`config.mk`:
```
export PLATFORM = sky130hd
export DESIGN_NAME = div_unit_flat
export DESIGN_NICKNAME = d
export VERILOG_FILES = /design/src/rtl/div_unit_pkg.sv /design/src/rtl/div_unit_if.sv /design/src/rtl/div_unit.sv /design/src/flat_wrapper.sv
export SDC_FILE = /design/constraint.sdc
export NUM_CORES = 1
export LEC_CHECK = 0
export ABC_CLOCK_PERIOD_IN_PS = 3250
export CORE_MARGIN = 1
export CORE_UTILIZATION = 50
export DETAILED_ROUTE_END_ITERATION = 7
export PLACE_DENSITY = 0.76
export SLEW_MARGIN = 5
export SYNTH_ARGS = -nofsm -noshare
export SYNTH_HDL_FRONTEND = slang
export SYNTH_SLANG_ARGS = --single-unit
```
`constraint.sdc`:
```
create_clock -name clk -period 3.25 [get_ports clk]
set_input_delay 0.65 -clock clk [delete_from_list [all_inputs] [get_ports clk]]
set_output_delay 0.65 -clock clk [all_outputs]
set_load 0.01 [all_outputs]
```
`src/rtl/div_unit_pkg.sv`:
```
// Shared types and constants for the radix-2 restoring divider.
// Holds the FSM state encodings and the EX-stage opcodes that request a division.
package div_unit_pkg;

  localparam int DIV_WIDTH = 32;

  typedef enum logic [1:0] {
    DIV_IDLE   = 2'b00,
    DIV_BYZERO = 2'b01,
    DIV_ON     = 2'b10,
    DIV_END    = 2'b11
  } div_state_e;

  // The controller decodes these to produce start and signed_div.
  localparam logic [7:0] EXE_DIV_OP  = 8'b0001_1010;
  localparam logic [7:0] EXE_DIVU_OP = 8'b0001_1011;

endpackage

```
`src/rtl/div_unit_if.sv`:
```
// Request/response bundle between the EX-stage controller and the divider.
// start is taken only while the divider is IDLE and annul is low; busy rises
// combinationally in that same cycle. ready is a one-cycle pulse qualifying result.
interface div_if #(
  parameter int WIDTH = 32
);
  logic               start;
  logic               signed_div;
  logic               annul;
  logic [WIDTH-1:0]   opdata1;
  logic [WIDTH-1:0]   opdata2;
  logic               busy;
  logic               ready;
  logic [2*WIDTH-1:0] result;

  modport master (
    output start, signed_div, annul, opdata1, opdata2,
    input  busy, ready, result
  );

  modport slave (
    input  start, signed_div, annul, opdata1, opdata2,
    output busy, ready, result
  );
endinterface

```
`src/rtl/div_unit.sv`:
```
// Multi-cycle radix-2 restoring divider for DIV/DIVU, one quotient bit per cycle.
// Result {remainder, quotient} is registered on leaving END with a one-cycle ready pulse.
module div_unit
  import div_unit_pkg::*;
#(
  parameter int WIDTH = DIV_WIDTH
) (
  input  logic       clk,
  input  logic       rst,
  div_if.slave       dif,
  output div_state_e state_dbg
);

  localparam int CW = $clog2(WIDTH) + 1;

  div_state_e state_q, state_d;

  logic [CW-1:0]      cnt_q;
  logic [WIDTH-1:0]   rem_q;
  logic [WIDTH-1:0]   quo_q;
  logic [WIDTH-1:0]   dvs_q;
  logic               sign_q_q;
  logic               sign_r_q;
  logic               ready_q;
  logic [2*WIDTH-1:0] result_q;

  logic load, step, clear, finish;

  // Operand magnitudes; 0x80000000 wraps to itself, which yields the MIPS overflow result.
  logic             a_neg, b_neg;
  logic [WIDTH-1:0] abs_a, abs_b;

  assign a_neg = dif.signed_div & dif.opdata1[WIDTH-1];
  assign b_neg = dif.signed_div & dif.opdata2[WIDTH-1];
  assign abs_a = a_neg ? (~dif.opdata1 + WIDTH'(1)) : dif.opdata1;
  assign abs_b = b_neg ? (~dif.opdata2 + WIDTH'(1)) : dif.opdata2;

  // Shift the next dividend bit (quotient MSB) into the partial remainder and trial-subtract.
  // Bit WIDTH of the difference is set exactly when the subtraction underflowed.
  logic [WIDTH:0]   shifted;
  logic [WIDTH:0]   diff;
  logic [WIDTH-1:0] rem_fix, quo_fix;

  assign shifted = {rem_q, quo_q[WIDTH-1]};
  assign diff    = shifted - {1'b0, dvs_q};
  assign quo_fix = sign_q_q ? (~quo_q + WIDTH'(1)) : quo_q;
  assign rem_fix = sign_r_q ? (~rem_q + WIDTH'(1)) : rem_q;

  always_ff @(posedge clk or negedge rst) begin
    if (!rst) state_q <= DIV_IDLE;
    else      state_q <= state_d;
  end

  always_comb begin
    state_d  = state_q;
    load     = 1'b0;
    step     = 1'b0;
    clear    = 1'b0;
    finish   = 1'b0;
    dif.busy = 1'b0;
    case (state_q)
      DIV_IDLE: begin
        if (dif.start && !dif.annul) begin
          load     = 1'b1;
          dif.busy = 1'b1;
          state_d  = (dif.opdata2 == '0) ? DIV_BYZERO : DIV_ON;
        end
      end
      DIV_ON: begin
        dif.busy = 1'b1;
        if (dif.annul) begin
          state_d = DIV_IDLE;
        end else begin
          step = 1'b1;
          if (cnt_q == CW'(WIDTH - 1)) state_d = DIV_END;
        end
      end
      DIV_BYZERO: begin
        dif.busy = 1'b1;
        if (dif.annul) begin
          state_d = DIV_IDLE;
        end else begin
          clear   = 1'b1;
          state_d = DIV_END;
        end
      end
      DIV_END: begin
        finish  = !dif.annul;
        state_d = DIV_IDLE;
      end
      default: state_d = DIV_IDLE;
    endcase
  end

  always_ff @(posedge clk or negedge rst) begin
    if (!rst) begin
      cnt_q    <= '0;
      rem_q    <= '0;
      quo_q    <= '0;
      dvs_q    <= '0;
      sign_q_q <= 1'b0;
      sign_r_q <= 1'b0;
    end else if (load) begin
      cnt_q    <= '0;
      rem_q    <= '0;
      quo_q    <= abs_a;
      dvs_q    <= abs_b;
      sign_q_q <= a_neg ^ b_neg;
      sign_r_q <= a_neg;
    end else if (step) begin
      cnt_q <= cnt_q + CW'(1);
      rem_q <= diff[WIDTH] ? shifted[WIDTH-1:0] : diff[WIDTH-1:0];
      quo_q <= {quo_q[WIDTH-2:0], ~diff[WIDTH]};
    end else if (clear) begin
      rem_q <= '0;
      quo_q <= '0;
    end
  end

  always_ff @(posedge clk or negedge rst) begin
    if (!rst) begin
      ready_q  <= 1'b0;
      result_q <= '0;
    end else begin
      ready_q <= finish;
      if (finish) result_q <= {rem_fix, quo_fix};
    end
  end

  assign dif.ready  = ready_q;
  assign dif.result = result_q;
  assign state_dbg  = state_q;

endmodule

```
`src/flat_wrapper.sv`:
```
// flat-port wrapper written by rule: the top's interface ports become plain ports
module div_unit_flat import div_unit_pkg::*;
#(
  parameter int WIDTH = DIV_WIDTH
)
  (clk, rst, state_dbg, dif_start, dif_signed_div, dif_annul, dif_opdata1, dif_opdata2, dif_busy, dif_ready, dif_result);
  div_if #(.WIDTH(WIDTH)) dif_i ();
  input  logic clk;
  input  logic rst;
  output div_state_e state_dbg;
  input wire logic [$bits(dif_i.start)-1:0] dif_start;
  input wire logic [$bits(dif_i.signed_div)-1:0] dif_signed_div;
  input wire logic [$bits(dif_i.annul)-1:0] dif_annul;
  input wire logic [$bits(dif_i.opdata1)-1:0] dif_opdata1;
  input wire logic [$bits(dif_i.opdata2)-1:0] dif_opdata2;
  output wire logic [$bits(dif_i.busy)-1:0] dif_busy;
  output wire logic [$bits(dif_i.ready)-1:0] dif_ready;
  output wire logic [$bits(dif_i.result)-1:0] dif_result;
  assign dif_i.start = dif_start;
  assign dif_i.signed_div = dif_signed_div;
  assign dif_i.annul = dif_annul;
  assign dif_i.opdata1 = dif_opdata1;
  assign dif_i.opdata2 = dif_opdata2;
  assign dif_busy = dif_i.busy;
  assign dif_ready = dif_i.ready;
  assign dif_result = dif_i.result;
  div_unit #(.WIDTH(WIDTH)) u_core (.clk(clk), .rst(rst), .dif(dif_i), .state_dbg(state_dbg));
endmodule
```
=== Word-level counts from Yosys, hierarchy flattened ===
Index checks and enable logic that the tools add are counted.

* Memory bits (read-only): 0
* Memories kept: 0
* RAM bits: 0
* Latch bits: 0
* Bits in registers: 171

* Shift operators: 0
* Mux-type cells: 25
* $lt $le $gt $ge: 0
* Bitwise gates (word level): 8
* Reduce and logical (&&, ||, !) cells: 8
* Equal/unequal tests: 6
* Multipliers: 0
* Add/sub/neg operators: 6
* Div/mod/pow operators: 0

{| class="wikitable"
|+ Operators by type and width
! cell !! number
|-
| 32-bit 2-to-1 mux || 10
|-
| 32-bit by 1-bit adder with 32-bit output, second input constant || 4
|-
| 32-bit inverter || 4
|-
| 33-bit by 32-bit subtractor with 33-bit output || 1
|-
| 32-bit zero test || 1
|-
| 6-bit 2-to-1 mux || 2
|-
| 2-bit 2-to-1 mux || 5
|-
| 2-bit case mux with 4 select lines || 1
|-
| 6-bit by 1-bit adder with 6-bit output, second input constant || 1
|-
| 6-bit by 5-bit == test with 1-bit output, second input constant || 1
|-
| 1-bit 2-to-1 mux || 6
|-
| 2-bit == test, second input constant || 2
|-
| 3-bit by 2-bit != test with 1-bit output, second input constant || 1
|-
| 3-bit nonzero test || 1
|-
| 1-bit AND || 2
|-
| 2-bit by 1-bit == test with 1-bit output, second input constant || 1
|-
| 2-bit zero test || 1
|-
| 2-bit by 1-bit != test with 1-bit output, second input constant || 1
|-
| 1-bit case mux with 2 select lines || 1
|-
| 2-bit AND reduction || 1
|-
| 2-bit nonzero test || 1
|-
| 2-bit OR reduction || 1
|-
| 1-bit logical AND || 1
|-
| 1-bit zero test || 1
|-
| 2 further kinds || 2
|}

=== Longest topological paths before layout ===
* Depth in word-level cells: 5
* Depth in mapped cells: 14
* Gate-level depth less buffers: 12

=== Worst setup path after synthesis ===
No wires, ideal clock.

* Path kind: in2reg
* Start: input dif_opdata2[5]
* End: register u_core.state_q[1] (netlist: u_core.state_dbg[1])
* Setup slack: 0.012 ns
* Data arrival time: 3.114 ns
* Data required time: 3.126 ns
* Cell stages on the path: 9
* Path through: or4_4 > nor4_4 > and2_4 > nand2_2 > or4_4 > or4_4 > or3_4 > a211oi_2 > a21oi_1

* Longest elaborated chain between the ends: 4

{| class="wikitable"
|+ RTL lines
! what !! RTL line !! source
|-
| from (decl) || flat_wrapper.sv:15 || <nowiki>input wire logic [$bits(dif_i.opdata2)-1:0] dif_opdata2;</nowiki>
|-
| 32-bit zero test || div_unit.sv:66 || <nowiki>state_d = (dif.opdata2 == '0) ? DIV_BYZERO : DIV_ON;</nowiki>
|-
| 2-bit 2-to-1 mux || div_unit.sv:66 ||
|-
| 2-bit 2-to-1 mux || div_unit.sv:63 || <nowiki>if (dif.start && !dif.annul) begin</nowiki>
|-
| 2-bit case mux with 4 select lines || div_unit.sv:61 || <nowiki>case (state_q)</nowiki>
|-
| to (signal assigned) || div_unit.sv:51 || <nowiki>else state_q <= state_d;</nowiki>
|-
| to (decl) || div_unit.sv:16 || <nowiki>div_state_e state_q, state_d;</nowiki>
|}

No other way between the ends. The select of a mux whose other input is x is not followed.
A chain may end at the register's enable or synchronous reset.

=== Worst setup path in the final report ===
* Start: register u_core.rem_q[6]
* End: register u_core.rem_q[15]

* Longest elaborated chain between the ends: 4

{| class="wikitable"
|+ RTL lines
! what !! RTL line !! source
|-
| from (decl) || div_unit.sv:19 || <nowiki>logic [WIDTH-1:0] rem_q;</nowiki>
|-
| from (signal assigned) || div_unit.sv:112 || <nowiki>rem_q <= diff[WIDTH] ? shifted[WIDTH-1:0] : diff[WIDTH-1:0];</nowiki>
|-
| 33-bit by 32-bit subtractor with 33-bit output || div_unit.sv:45 || <nowiki>assign diff = shifted - {1'b0, dvs_q};</nowiki>
|-
| 32-bit 2-to-1 mux || div_unit.sv:112 ||
|-
| 32-bit 2-to-1 mux || div_unit.sv:110 || <nowiki>end else if (step) begin</nowiki>
|-
| 32-bit 2-to-1 mux || div_unit.sv:103 || <nowiki>end else if (load) begin</nowiki>
|}

No other way between the ends.

==> results.ini <==
[status]
status=complete, no violations

[sta]
clock.fmax_mhz=313.9
timing.slew.headroom=0.3102
min_period_ps=3185
final_hold_viol_count=0
rsz0062_at_grt=true
clock_skew_ps=11.73
timing.final.crit_share=0.9801
whs_ps=117.7
worst_pin_slew_ps=1035
slew_violations=0
finalSetupViolCount=0

[pwr]
p_switching_uw=6324
ir_worst_vdd_mv=0.5414
power_density_nw_per_um2=1022
p_comb_frac=0.599
p_seq_frac=0.264
p_leak_uw=0.006336
swShare=0.4336
pwr-share-clk=0.138
internal_power_uw=8261

[die]
dieArea_um2=22850
die_h_um=151.2
ios=137
coreArea_um2=21820
die_x_um=151.2
rows=54
start_util=0.5097

[final_layout]
fill_cells=1782
seq_area_um2=4279
fin_util=0.6539
diodes=0
multi_input_area_um2=6535
layout_common_cells=194 x nand2_1, 189 x o21ai_0, 171 x dfrtp_1
drive_above_1_share=0.1242
mostFrequentLayoutCell=nand2_1
layout.nets=1622
synthToLayoutAreaGrowth_pct=28.28

[clock_tree]
clk_path_buf_depth=2
cts_sinks=171
numCtsBuffers=17
cts_tree=done
clk-insertion-delay-late_ps=450
clk_root_buffer_cell=clkbuf_16
htreeDepth=4
clkTransAtPathRegs_ps=70
ctsHoldBuffers=0

[yosys]
synthSimpleGateAreaFrac=0.1748
postSynthAreaPerCell_um2=8.531
synthAdderAreaFrac=0.05016
yosys.area.top_type=dfrtp_1
yosysWarnings=0
synthMuxAreaShare=0.02722
synth_nets=1417
synth-seq-cells=171
synth_top_family_by_area=compound AO/OA/AOI/OAI gates
synth-seq-area-share=0.3847
synth_compound_area_frac=0.2047
synth_flop_cell=dfrtp_1
synthXorXnorAreaFrac=0.1165
netlist_top_cells_area=dfrtp_1 38%, o21ai_0 8.7%, xor2_1 6.9%
synth_top_area_frac=0.3847
syn_area_um2=11120
syn_inst=1304
synth-edff-count=0
async_flop_share=1.000
synth_cell_types=62

[placed_design]
gp_congestion=0.8945
numPortBuffers=136
dpl.hpwl_mm=20.91

[grt]
grt_pass1_wl_mm=46.88
antenna_found_initial=0
grt_max_degree=130
track_usage=0.2594
overflow=0
grt_pass1_vias=9658

[worst_setup_path]
path_class=flop to flop
path_cells=ha_1, o211ai_1, nor3_1, o2111ai_2, a21oi_2, nor3_2, or2_4, a311oi_4, bufbuf_16, mux2i_1, o21ai_0
crit_path_end_kind=flop
cpPeakStageDelay_ps=440
required_ps=3560
crit_buf_inv=1
crit_family=compound AO/OA/AOI/OAI gates
crit_fanout=11
cp.arrival_ps=3500
cpMaxStageDelayCell=dfrtp_1
start_kind=flop

[detailed_routing]
drt_iter0_markers=664
drcViolationCount=0
wl_per_cell_um=15.66
dr.pass1.iters=6
num_vias=10190
drtAntennaViolNets=0
via_per_inst=5.653
wl_mm=28.21

[hold_path]
hold_path_class=primary input to async pin

[job]
maxCapViolations=0

## state kept, by name (all words and copies together), names as in the netlist
register	cells
u_core.dif.result	64
u_core.dvs_q	32
u_core.quo_q	32
u_core.rem_q	32
u_core.cnt_q	6
u_core.state_dbg	2
u_core.dif.ready	1
u_core.sign_q_q	1
u_core.sign_r_q	1
## cells in the mapped netlist (3+ instances only)
cell,instances
nor2_1,64
xnor2_1,60
or4_1,12
o41ai_1,13
nand3_1,21
nor3b_1,5
o21a_1,3
nand3b_1,6
clkbuf_1,54
nand4_1,8
ha_1,43
nor2b_1,5
mux2i_1,28
nor4_1,21
buf_1,7
buf_2,4
nand2_1,194
dfrtp_1,171
nand2b_1,16
o211ai_1,5
a31oi_1,6
o31ai_1,22
or4_4,3
or3_1,10
a22oi_1,27
o21bai_1,4
a21o_1,12
a21oi_1,64
xor2_1,88
inv_1,58
nor3_1,20
and2_1,5
or2_2,3
o21ai_0,193
a32oi_1,7
a211oi_1,7
## per-layer routing
| layer | GRT usage | share of wire |
|---|---|---|
| met1 | 0.3750 | 0.46 |
| met2 | 0.3982 | 0.45 |
| met3 | 0.02982 | 0.063 |
| met4 | 0.09700 | 0.021 |
| met5 | 0 | 0 |
## path summary, 6_finish.rpt
path                                                        start                           endpoint  slack [ps]  cells after the start
worst max-delay path                  u_core.rem_q[6]$_DFFE_PN0P_       u_core.rem_q[15]$_DFFE_PN0P_          60                     11
worst min-delay path                                          rst  u_core.dif.result[11]$_DFFE_PN0P_         120                      1
max in group asynchronous                                     rst       u_core.dvs_q[16]$_DFFE_PN0P_        2400                      2
worst min register to register  u_core.dif.result[34]$_DFFE_PN0P_  u_core.dif.result[34]$_DFFE_PN0P_         480                      2
min in group clk                u_core.dif.result[34]$_DFFE_PN0P_  u_core.dif.result[34]$_DFFE_PN0P_         480                      2
worst max register to register        u_core.rem_q[6]$_DFFE_PN0P_       u_core.rem_q[15]$_DFFE_PN0P_          60                     11
## cell type report
type                    instances  share of cell area
inverters                      58             0.01526
repair buffers                251              0.1623
clock buffers                  19             0.03034
clock inverters                13            0.009733
multi-input cells            1010              0.4580
flip-flops and latches        171              0.2999
well taps                     280             0.02455
## power by group through the flow
stage                     sequential (µW)  clock, µW  combinational, µW
after floorplan                      3830          0               5270
after global placement               3790          0               7970
after detailed placement             3850          0               8180
after CTS                            3820       2030               8540
after global routing                 3970       2110               9660
final                                3840       2010               8730
## stage by stage
stage	setup TNS, ps	cells	area, µm²	total power (µW)	worst slack, ps
floorplan	0	1304	11120	9098	11.85
global placement	-2545	1763	13490	11770	-450.8
detailed placement	-5136	1763	13490	12030	-519.6
CTS	0	1800	14160	14390	38.75
global route	-18.53	1802	14270	15740	-12.19
finish	0	1802	14270	14580	64.69
## logic make-up (layout without fill, tap and decap cells)
logic type	after synthesis	count (layout)
compound gates	382	382
xor+xnor	148	148
fa+ha+maj	44	44
buf+inv	123	341
flops	171	171
mux	30	30
simple gates	406	406
## repair_timing
item	CTS	global route
pin swaps	10	10
setup buffers	4	2
hold endpoints to repair	0	0
gates resized for setup	14	19
setup endpoints to repair	34	32
gates cloned	1	0
Power figures use the tool's default switching activity.
